==> config.mk <==
export PLATFORM = sky130hd
export DESIGN_NAME = sync_fifo_ctrl
export DESIGN_NICKNAME = d
export VERILOG_FILES = /design/src/rtl/fifo_defs_pkg.sv /design/src/rtl/fifo_ram.sv /design/src/rtl/sync_fifo_ctrl.sv
export SDC_FILE = /design/constraint.sdc
export NUM_CORES = 1
export LEC_CHECK = 0
export CAP_MARGIN = 20
export CELL_PAD_IN_SITES_DETAIL_PLACEMENT = 0
export CELL_PAD_IN_SITES_GLOBAL_PLACEMENT = 1
export CORE_UTILIZATION = 55
export CTS_CLUSTER_DIAMETER = 200
export DETAILED_ROUTE_END_ITERATION = 7
export PLACE_DENSITY_LB_ADDON = 0.1
export SETUP_SLACK_MARGIN = 0.2
export SLEW_MARGIN = 20
export SYNTH_ARGS = -nofsm -noshare
export SYNTH_HDL_FRONTEND = slang
export SYNTH_SLANG_ARGS = --single-unit
==> constraint.sdc <==
create_clock -name clk -period 5.85 [get_ports clk]
set_input_delay 0.8775 -clock clk [delete_from_list [all_inputs] [get_ports clk]]
set_output_delay 0.8775 -clock clk [all_outputs]
set_load 0.05 [all_outputs]
==> src/rtl/fifo_defs_pkg.sv <==
// rtl/fifo_defs_pkg.sv - shared FIFO helpers and read-mode constants
package fifo_defs_pkg;

    localparam int FIFO_MODE_STD  = 0;
    localparam int FIFO_MODE_FWFT = 1;

    // Elaboration-time ceil(log2(value)); value <= 1 yields 0.
    function automatic int clog2(input int value);
        int result;
        result = 0;
        for (int i = 0; i < 31; i++) begin
            if ((32'sd1 <<< i) < value) begin
                result = i + 1;
            end
        end
        return result;
    endfunction

endpackage

==> src/rtl/fifo_ram.sv <==
// rtl/fifo_ram.sv - WIDTH x DEPTH register array, sync write, async read
module fifo_ram #(
    parameter int WIDTH = 8,
    parameter int DEPTH = 16,
    parameter int AW    = 4
) (
    input  logic             clk,
    input  logic             we,
    input  logic [AW-1:0]    waddr,
    input  logic [WIDTH-1:0] wdata,
    input  logic [AW-1:0]    raddr,
    output logic [WIDTH-1:0] rdata
);

    logic [WIDTH-1:0] mem [DEPTH];

    // Contents are intentionally not reset.
    always_ff @(posedge clk) begin
        if (we) begin
            mem[waddr] <= wdata;
        end
    end

    assign rdata = mem[raddr];

endmodule

==> src/rtl/sync_fifo_ctrl.sv <==
// rtl/sync_fifo_ctrl.sv - single-clock FIFO with count, thresholds, sticky errors, optional FWFT
module sync_fifo_ctrl
    import fifo_defs_pkg::*;
#(
    parameter int WIDTH = 8,
    parameter int DEPTH = 16,
    parameter int FWFT  = FIFO_MODE_STD
) (
    input  logic                    clk,
    input  logic                    rstn,
    input  logic                    write,
    input  logic                    read,
    input  logic [WIDTH-1:0]        din,
    output logic [WIDTH-1:0]        dout,
    output logic                    empty,
    output logic                    full,
    output logic                    almost_full,
    output logic                    almost_empty,
    output logic [clog2(DEPTH):0]   count,
    input  logic [clog2(DEPTH):0]   af_thresh,
    input  logic [clog2(DEPTH):0]   ae_thresh,
    output logic                    overflow,
    output logic                    underflow,
    input  logic                    clr_err
);

    localparam int AW = clog2(DEPTH);
    localparam logic [AW:0] ONE = {{AW{1'b0}}, 1'b1};

    logic [AW:0]      wr_ptr, rd_ptr;
    logic [AW:0]      wr_ptr_nxt, rd_ptr_nxt;
    logic [AW:0]      count_nxt;
    logic             wr_ok, rd_ok;
    logic [WIDTH-1:0] ram_rdata;

    // Full/empty block the request outright; the other side never rescues it.
    assign wr_ok = write && !full;
    assign rd_ok = read && !empty;

    always_comb begin
        wr_ptr_nxt = wr_ptr;
        rd_ptr_nxt = rd_ptr;
        count_nxt  = count;
        if (wr_ok) begin
            wr_ptr_nxt = wr_ptr + ONE;
        end
        if (rd_ok) begin
            rd_ptr_nxt = rd_ptr + ONE;
        end
        case ({wr_ok, rd_ok})
            2'b10:   count_nxt = count + ONE;
            2'b01:   count_nxt = count - ONE;
            default: count_nxt = count;
        endcase
    end

    always_ff @(posedge clk or negedge rstn) begin
        if (!rstn) begin
            wr_ptr <= '0;
            rd_ptr <= '0;
            count  <= '0;
            empty  <= 1'b1;
            full   <= 1'b0;
        end else begin
            wr_ptr <= wr_ptr_nxt;
            rd_ptr <= rd_ptr_nxt;
            count  <= count_nxt;
            empty  <= (wr_ptr_nxt == rd_ptr_nxt);
            full   <= (wr_ptr_nxt[AW] != rd_ptr_nxt[AW]) &&
                      (wr_ptr_nxt[AW-1:0] == rd_ptr_nxt[AW-1:0]);
        end
    end

    // A new error on the same edge wins over the clear request.
    always_ff @(posedge clk or negedge rstn) begin
        if (!rstn) begin
            overflow  <= 1'b0;
            underflow <= 1'b0;
        end else begin
            if (write && full) begin
                overflow <= 1'b1;
            end else if (clr_err) begin
                overflow <= 1'b0;
            end
            if (read && empty) begin
                underflow <= 1'b1;
            end else if (clr_err) begin
                underflow <= 1'b0;
            end
        end
    end

    assign almost_full  = (af_thresh == '0) || (count >= af_thresh);
    assign almost_empty = (count <= ae_thresh);

    fifo_ram #(
        .WIDTH (WIDTH),
        .DEPTH (DEPTH),
        .AW    (AW)
    ) u_ram (
        .clk   (clk),
        .we    (wr_ok),
        .waddr (wr_ptr[AW-1:0]),
        .wdata (din),
        .raddr (rd_ptr[AW-1:0]),
        .rdata (ram_rdata)
    );

    generate
        if (FWFT == FIFO_MODE_FWFT) begin : g_fwft
            assign dout = ram_rdata;
        end else begin : g_std
            always_ff @(posedge clk or negedge rstn) begin
                if (!rstn) begin
                    dout <= '0;
                end else if (rd_ok) begin
                    dout <= ram_rdata;
                end
            end
        end
    endgenerate

endmodule

# Word-level counts from Yosys, hierarchy flattened
# Memory sizes are Yosys's and may differ from the RTL's. A register that Yosys moved wholly into a read port is not among the register bits.
# Index checks and enable logic that the tools add are counted.
[word_totals]
mem_count = 1
input_bits = 23
register_bits = 19
output_inout_bits = 19
ramBits = 128
word_cells = 40
[memory_table]
columns = ["name", "depth", "width", "rd", "rd_clocked_by_memory_dff", "wr", "line", "text"]
rows = [
  ["u_ram.mem", 16, 8, 1, 1, 1, "fifo_ram.sv:15", "logic [WIDTH-1:0] mem [DEPTH];"],
]
[classes]
n_reduce_logical = 13
n_mux = 8
addsub = 4
magnitude_cmp = 2
n_eq_ne = 5
[ops]
columns = ["op", "n"]
rows = [
  ["5-bit by 1-bit adder with 5-bit output, second input constant", 3],
  ["5-bit 2-to-1 mux", 2],
  ["5-bit one-hot mux with 2 select lines", 1],
  ["2-bit nonzero test", 3],
  ["5-bit equality test", 1],
  ["5-bit >= comparator", 1],
  ["5-bit less-or-equal comparator", 1],
  ["1-bit logical AND", 5],
  ["5-bit logical NOT", 1],
  ["1-bit 2-to-1 mux", 5],
  ["5-bit by 1-bit subtractor with 5-bit output, second input constant", 1],
  ["4-bit equality test", 1],
  ["1-bit logical NOT", 3],
  ["2-bit by 1-bit equality test with 1-bit output, second input constant", 1],
  ["2-bit equality test, second input constant", 1],
  ["1-bit logical OR", 1],
  ["1-bit != test", 1],
]

# Longest topological paths before layout
# Gate-level depths: netlist of the first run.
[depth]
depth_word = 5
ltp_mapped = 12

# Hierarchy
# A second synthesis of the first run with hierarchy kept.
[unflattened]
cells_unflattened = 356
hier_area_um2 = 6517.5
[modules_own_cells]
columns = ["module", "instances", "cells_per_inst", "area_each_um2", "seq_area_each_um2"]
rows = [
  ["fifo_ram", 1, 221, 4987.3, 3843.7],
  ["sync_fifo_ctrl", 1, 135, 1530.2, 676.9],
]

# Worst setup path after synthesis of the first run
# No wires, ideal clock.
[synth_path]
path_kind = "input -> output"
start = "in ae_thresh[1]"
end = "out almost_empty"
stages = 7
slack_ps = 2434
t_arrival_ps = 2539
cell_sequence = "inv_1 > ha_1 > nor2b_1 > o21a_1 > o21a_1 > o21a_1 > o22ai_1"
[synth_between]
elab_chain_len = 1
[synth_lines]
columns = ["element", "line", "text"]
rows = [
  ["start, declared", "sync_fifo_ctrl.sv:21", "input logic [clog2(DEPTH):0] ae_thresh,"],
  ["5-bit less-or-equal comparator", "sync_fifo_ctrl.sv:94", "assign almost_empty = (count <= ae_thresh);"],
  ["end, declared", "sync_fifo_ctrl.sv:18", "output logic almost_empty,"],
]
# No other way between the ends.

# Worst setup path in the final report of the first run
[layout_path]
start = "in af_thresh[0]"
end = "out almost_full"
[layout_between]
elab_chain_len = 2
elab_cells_between_ends = 3
cone_classes = "1 x order compare; 2 x reduce/logical"
[layout_lines]
columns = ["element", "line", "text"]
rows = [
  ["start, declared", "sync_fifo_ctrl.sv:20", "input logic [clog2(DEPTH):0] af_thresh,"],
  ["5-bit >= comparator / 5-bit logical NOT (equally long branches)", "sync_fifo_ctrl.sv:93", "assign almost_full = (af_thresh == '0) || (count >= af_thresh);"],
  ["1-bit logical OR (*)", "sync_fifo_ctrl.sv:93", ""],
  ["end, declared", "sync_fifo_ctrl.sv:17", "output logic almost_full,"],
]
# Mark *: on every way between the ends. The rest lies on a longest branch, timed or not.

==> results.toml, run 1 <==
[placed_design]
io_buffers = 41
place_ws_ps = 1740
gp_congestion = 0.714
post-dp-hpwl_microns = 7870

[cts]
clock_latency_ps = 420
cts-resized-gates = 0
clk_path_buf_depth = 2
cts_setup_buffers = 0
cts.sinks = 155
clkTransAtPathRegs_ps = 60
cts_hold_buf = 0
cts-root-buf = "clkbuf_16"
tritoncts = "built"
cts_max_level = 4
numCtsBuffers = 17

[timing]
max_slew.worst_pin.slew_ps = 869
fin_skew_ps = 7.77
slew_headroom = 0.419
tns_ps = 0
whs_ps = 483
fin_crit_ps = 4100
period_share = 0.701
drv_slew = 0
hold_violations = 0
rsz0062_at_grt = "false"
setup_viol = 0
layout_setup_ws_ps = 1750
clock.fmax_ghz = 0.244

[global_route]
grt_pass1_wl_microns = 19700
grt-ovfl-total = 0
antenna_found_initial = 0
grt_pass1_vias = 3445
grt_start_max_net_pins = 36
gr-usage-all-layers = 0.223

[yosys]
synth_seq_area_share = 0.689
ys_top_cells_by_count = "edfxtp_1 (128), mux4_2 (32), dfrtp_1 (26), ha_1 (18), nand2_1 (18)"
yosys_warnings = 0
async_flop_share = 0.174
synth_ff_type = "edfxtp_1"
yosysMostFrequentCell = "edfxtp_1"
synthTopCellsByArea = "edfxtp_1 (59%), mux4_2 (11%), dfrtp_1 (9.9%)"
syn_inst = 374
synth_area_leader_cell = "edfxtp_1"
syn_avg_cell_area_sq_um = 17.5
synth.distinct_cells = 42
synth_edf_count = 128
synth_fp_nets = 415
ys_seq_elements = 155
synth_area_sq_um = 6560
netlist.area_leader.share = 0.586

[setup_path]
critPathLaunchType = "input port"
cpMostUsedCell = "a21o_1"
required_ps = 4970
critPathArrivalTime_ps = 3230
end_kind = "output port"
critPathMaxStageDelay_ps = 700
worstPathCellList = "clkdlybuf4s50_1, ha_1, nand2b_1, a21o_1, a21o_1, a21o_1, a221o_1, clkdlybuf4s50_1"
critPathSlowestCell = "clkdlybuf4s50_1"
critical_path_class = "in -> out"
crit_fanout = 2

[finish]
seq_area_sq_um = 4520
final_util = 0.668
nFillCells = 801
n_antenna_cell = 0
area_growth_pct = 17.3
multi_input_area_sq_um = 1870
drive_above_1_share = 0.189
fin_nets = 462

[drt]
remaining_drc_errors = 7
avgViaCountPerCell = 5.83
drt_iter0_drc = 155
via_count = 3363
wirelength_microns = 12400
dr.pass1.iters = 6
ant_nets = 0
routedWlPerCell_microns = 21.6

[status]
status = "complete, but fails checks"
violations = "DRC"

[job]
maxCapViolations = 0

[floorplanning]
initial_core_util = 0.569
rows = 39
core-area_sq_um = 11500
die_w_microns = 111
boundaryPins = 42
dieArea_sq_um = 12400
die_y_microns = 111

[power]
irDropWorstVdd_v = 0.000519
power_density_nw_per_um2 = 540
totalPowerFinal_mw = 4.16
p_leak_nw = 2.77

[min_path]
hold_path.class = "reg -> reg"
[placed cells by master (no fill, tap or decap), types with 7 or more instances in the layout]
| cell type | instances |
|---|---|
| edfxtp_1 | 128 |
| clkdlybuf4s50_1 | 41 |
| mux4_2 | 32 |
| dfrtp_1 | 25 |
| nand2_1 | 18 |
| ha_1 | 18 |
| inv_1 | 17 |
| clkbuf_16 | 17 |
| o21ai_0 | 16 |
| mux2i_1 | 12 |
| xor2_1 | 11 |
| and2_1 | 9 |
| xnor2_1 | 8 |
| nor2_1 | 8 |
| mux2_2 | 7 |
[registers in the layout, summed over array words and instances, names as in the netlist]
signal and cells:
underflow 1, rd_ptr 5, full 1, empty 1, overflow 1, dout 8
wr_ptr 5, count 5, u_ram.mem 128
[worst max-delay path, delay by kind of cell]
family,cells,cell delay (ps)
buffers and inverters,2,1200
adder cells (fa/ha/maj),1,230
AND/OR/NAND/NOR,1,140
AO/OA/AOI/OAI,4,770
[routing by layer]
| metal | vias up | part of all wire | track usage |
|---|---|---|---|
| met1 | 1725 | 0.46 | 0.318 |
| met2 | 79 | 0.48 | 0.337 |
| met5 | - | 0 | 0 |
| met3 | 17 | 0.048 | 0.0476 |
| met4 | 0 | 0.013 | 0.0955 |
| li1 | 1542 | - | - |
[kinds of logic after synthesis]
kind of cell	synth area share
simple gates	0.0515
mux	0.143
flops	0.689
xor+xnor	0.0254
compound gates	0.0311
buf+inv	0.0258
fa+ha+maj	0.0343
[through the flow]
stage               area [sq um]  instances
global placement            7090        545
finish                      7690        577
CTS                         7690        577
global route                7690        577
floorplan                   6560        374
detailed placement          7090        545
[power breakdown]
part | internal, mW | switching [mW] | leakage [nW] | total (mW)
clock | 0.705 | 0.413 | 0.296 | 1.12
combinational | 0.650 | 0.831 | 0.989 | 1.48
sequential | 1.40 | 0.161 | 1.48 | 1.56
[final cells by class]
type / instances / share of cell area
clock buffer: 17 / 0.0553
sequential: 155 / 0.588
inverter: 18 / 0.00943
timing repair buffer: 45 / 0.0573
clock inverter: 15 / 0.0234
tap: 143 / 0.0233
multi-input combinational: 184 / 0.243
[path summary, 6_finish.rpt]
path	start	end	slack [ps]	depth (start not counted)
hold / removal	dout[6]	dout[6]	480	2
max in group asynchronous	rstn	empty	4670	2
setup reg to reg	empty	count[4]	3000	10
min in group asynchronous	rstn	dout[1]	840	2
hold reg to reg	dout[6]	dout[6]	480	2
setup / recovery	af_thresh[0]	almost_full	1750	8
(Power assumes the default switching activity.)
==> run 2: changes to the inputs <==
--- a/config.mk
+++ b/config.mk
@@ -8,7 +8,7 @@
 export CAP_MARGIN = 20
 export CELL_PAD_IN_SITES_DETAIL_PLACEMENT = 0
 export CELL_PAD_IN_SITES_GLOBAL_PLACEMENT = 1
-export CORE_UTILIZATION = 55
+export CORE_UTILIZATION = 51
 export CTS_CLUSTER_DIAMETER = 200
 export DETAILED_ROUTE_END_ITERATION = 7
 export PLACE_DENSITY_LB_ADDON = 0.1
==> constraint.sdc (replaced) <==
create_clock -name clk -period 4.3 [get_ports clk]
set_input_delay 0.645 -clock clk [delete_from_list [all_inputs] [get_ports clk]]
set_output_delay 0.645 -clock clk [all_outputs]
set_load 0.05 [all_outputs]
==> run 2 against run 1 <==
Net effect:
- the run now ends clean
- non-clock buffer count unchanged
- clock skew about the same
- worst setup slack lost 1100 ps
- utilization is 5.4 points lower
- die area increased by 7.7%
- first-iteration DRC count is 31% higher
- register-to-register slack lost 1600 ps
- critical endpoint unchanged
- critical path depth unchanged
- sequential share of layout area is 0.23 points lower
- cell area up 0.39%
- power grew 36%
- count of clock-buffer cells in the layout rose by 1
==> results.toml, run 2 (same netlist as run 1, synthesis figures left out) <==
[status]
status = "complete, no violations"

[finish]
multi_input_area_sq_um = 1870
layout_commonest_cell = "edfxtp_1"
n_antenna_cell = 0
nFillCells = 946
fin_nets = 462
drive_above_1_share = 0.191
largest_reg_flops = 128
seq_area_sq_um = 4520
regMostFlops = "u_ram.mem"
top_regs = "u_ram.mem: 128 flops, dout: 8 flops"
fin_cells = 606
area_growth_pct = 17.8
layout_common_cells = "edfxtp_1 (128), clkdlybuf4s50_1 (41), mux4_2 (32), dfrtp_1 (25)"

[timing]
fin_skew_ps = 7.41
drv_slew = 0
setup_viol = 0
tns_ps = 0
hold_violations = 0
slew_headroom = 0.337
max_slew.worst_pin.slew_ps = 994
layout_setup_ws_ps = 660
rsz0062_at_grt = "false"
period_share = 0.846
clock.fmax_ghz = 0.275
fin_crit_ps = 3640

[floorplanning]
die_w_microns = 115
initial_core_util = 0.522
core-area_sq_um = 12600
rows = 41
boundaryPins = 42
die_y_microns = 115
dieArea_sq_um = 13300

[min_path]
hold_path.class = "reg -> reg"

[global_route]
grt_pass1_vias = 3458
antenna_found_initial = 0
grt-ovfl-total = 0
gr-usage-all-layers = 0.211
grt_pass1_wl_microns = 19500
grt_start_max_net_pins = 25

[drt]
wirelength_microns = 12400
wl_met3_microns = 582
avgViaCountPerCell = 5.49
drt_iter0_drc = 203
met2_length_microns = 6100
ant_nets = 0
via_count = 3324
remaining_drc_errors = 0
routedWlPerCell_microns = 20.5
top_layer = "met4"
met1Wirelength_microns = 5590
dr.pass1.iters = 4

[power]
irDropWorstVdd_v = 0.000339
p_leak_nw = 2.76
power_density_nw_per_um2 = 731

[setup_path]
crit_fanout = 2
end_kind = "output port"
critPathLaunchType = "input port"
required_ps = 3650
critPathArrivalTime_ps = 2990
critical_path_class = "in -> out"

[placed_design]
gp_congestion = 0.733
place_ws_ps = 665
dp.cells = 574
io_buffers = 41
post-dp-hpwl_microns = 7890

[cts]
clk_path_buf_depth = 2
tritoncts = "built"
cts-root-buf = "clkbuf_16"
numCtsBuffers = 17
cts_hold_buf = 0
cts-resized-gates = 0
cts_setup_buffers = 0
clkTransAtPathRegs_ps = 60
clock_latency_ps = 420
cts_max_level = 4
cts.sinks = 155

[job]
maxCapViolations = 0
==> run 2: cell types whose count changed in the layout (fill, tap and decap cells not counted) <==
cell        before  now
inv_6            1    4
clkinv_2         4    1
clkinv_1         4    2
clkinv_4         2    3
clkinvlp_4       1    2
bufinv_16        4    3
clkbuf_1         0    1
==> run 2: critical path, stage by stage <==
cell and delay [ps]:
clkdlybuf4s50_1 490, ha_1 230, nand2b_1 140, a21o_1 170, a21o_1 170, a21o_1 170
a221o_1 280, clkdlybuf4s50_1 700
==> run 2: cell type report <==
| class | count | area share |
|---|---|---|
| multi-input combinational | 184 | 0.243 |
| tap | 172 | 0.0279 |
| clock buffer | 18 | 0.0556 |
| inverter | 18 | 0.00940 |
| sequential | 155 | 0.586 |
| timing repair buffer | 45 | 0.0570 |
| clock inverter | 14 | 0.0220 |
==> run 2: path summary, 6_finish.rpt <==
check                             startpoint          end  slack (ps)  cells past startpoint
worst max-delay path            af_thresh[0]  almost_full         660                      8
worst min-delay path                 dout[6]      dout[6]         480                      2
worst max register to register         empty     count[4]        1440                     10
worst min register to register       dout[6]      dout[6]         480                      2
max in group asynchronous               rstn        empty        3080                      2
min in group asynchronous               rstn     count[4]         530                      1
==> run 2: power breakdown <==
| group | switching [mW] | internal [mW] | total, mW |
|---|---|---|---|
| logic | 1.03 | 0.888 | 1.92 |
| registers | 0.319 | 1.90 | 2.22 |
| clock network | 0.588 | 0.915 | 1.50 |
| total | 1.94 | 3.70 | 5.64 |
==> run 2: per-layer routing <==
| metal | up-vias | track usage |
|---|---|---|
| met5 | - | 0 |
| met4 | 0 | 0.0719 |
| met3 | 13 | 0.0453 |
| met2 | 90 | 0.338 |
| met1 | 1684 | 0.289 |
| li1 | 1537 | - |
==> run 2: stage by stage <==
step	util	cell area (sq um)	power (mW)	hold WS, ps
floorplan	-	6560	3.62	349
finish	0.614	7720	5.64	477
CTS	0.614	7720	5.69	486
detailed placement	0.567	7120	4.19	472
global placement	0.567	7120	4.16	463
global route	0.614	7720	5.93	518
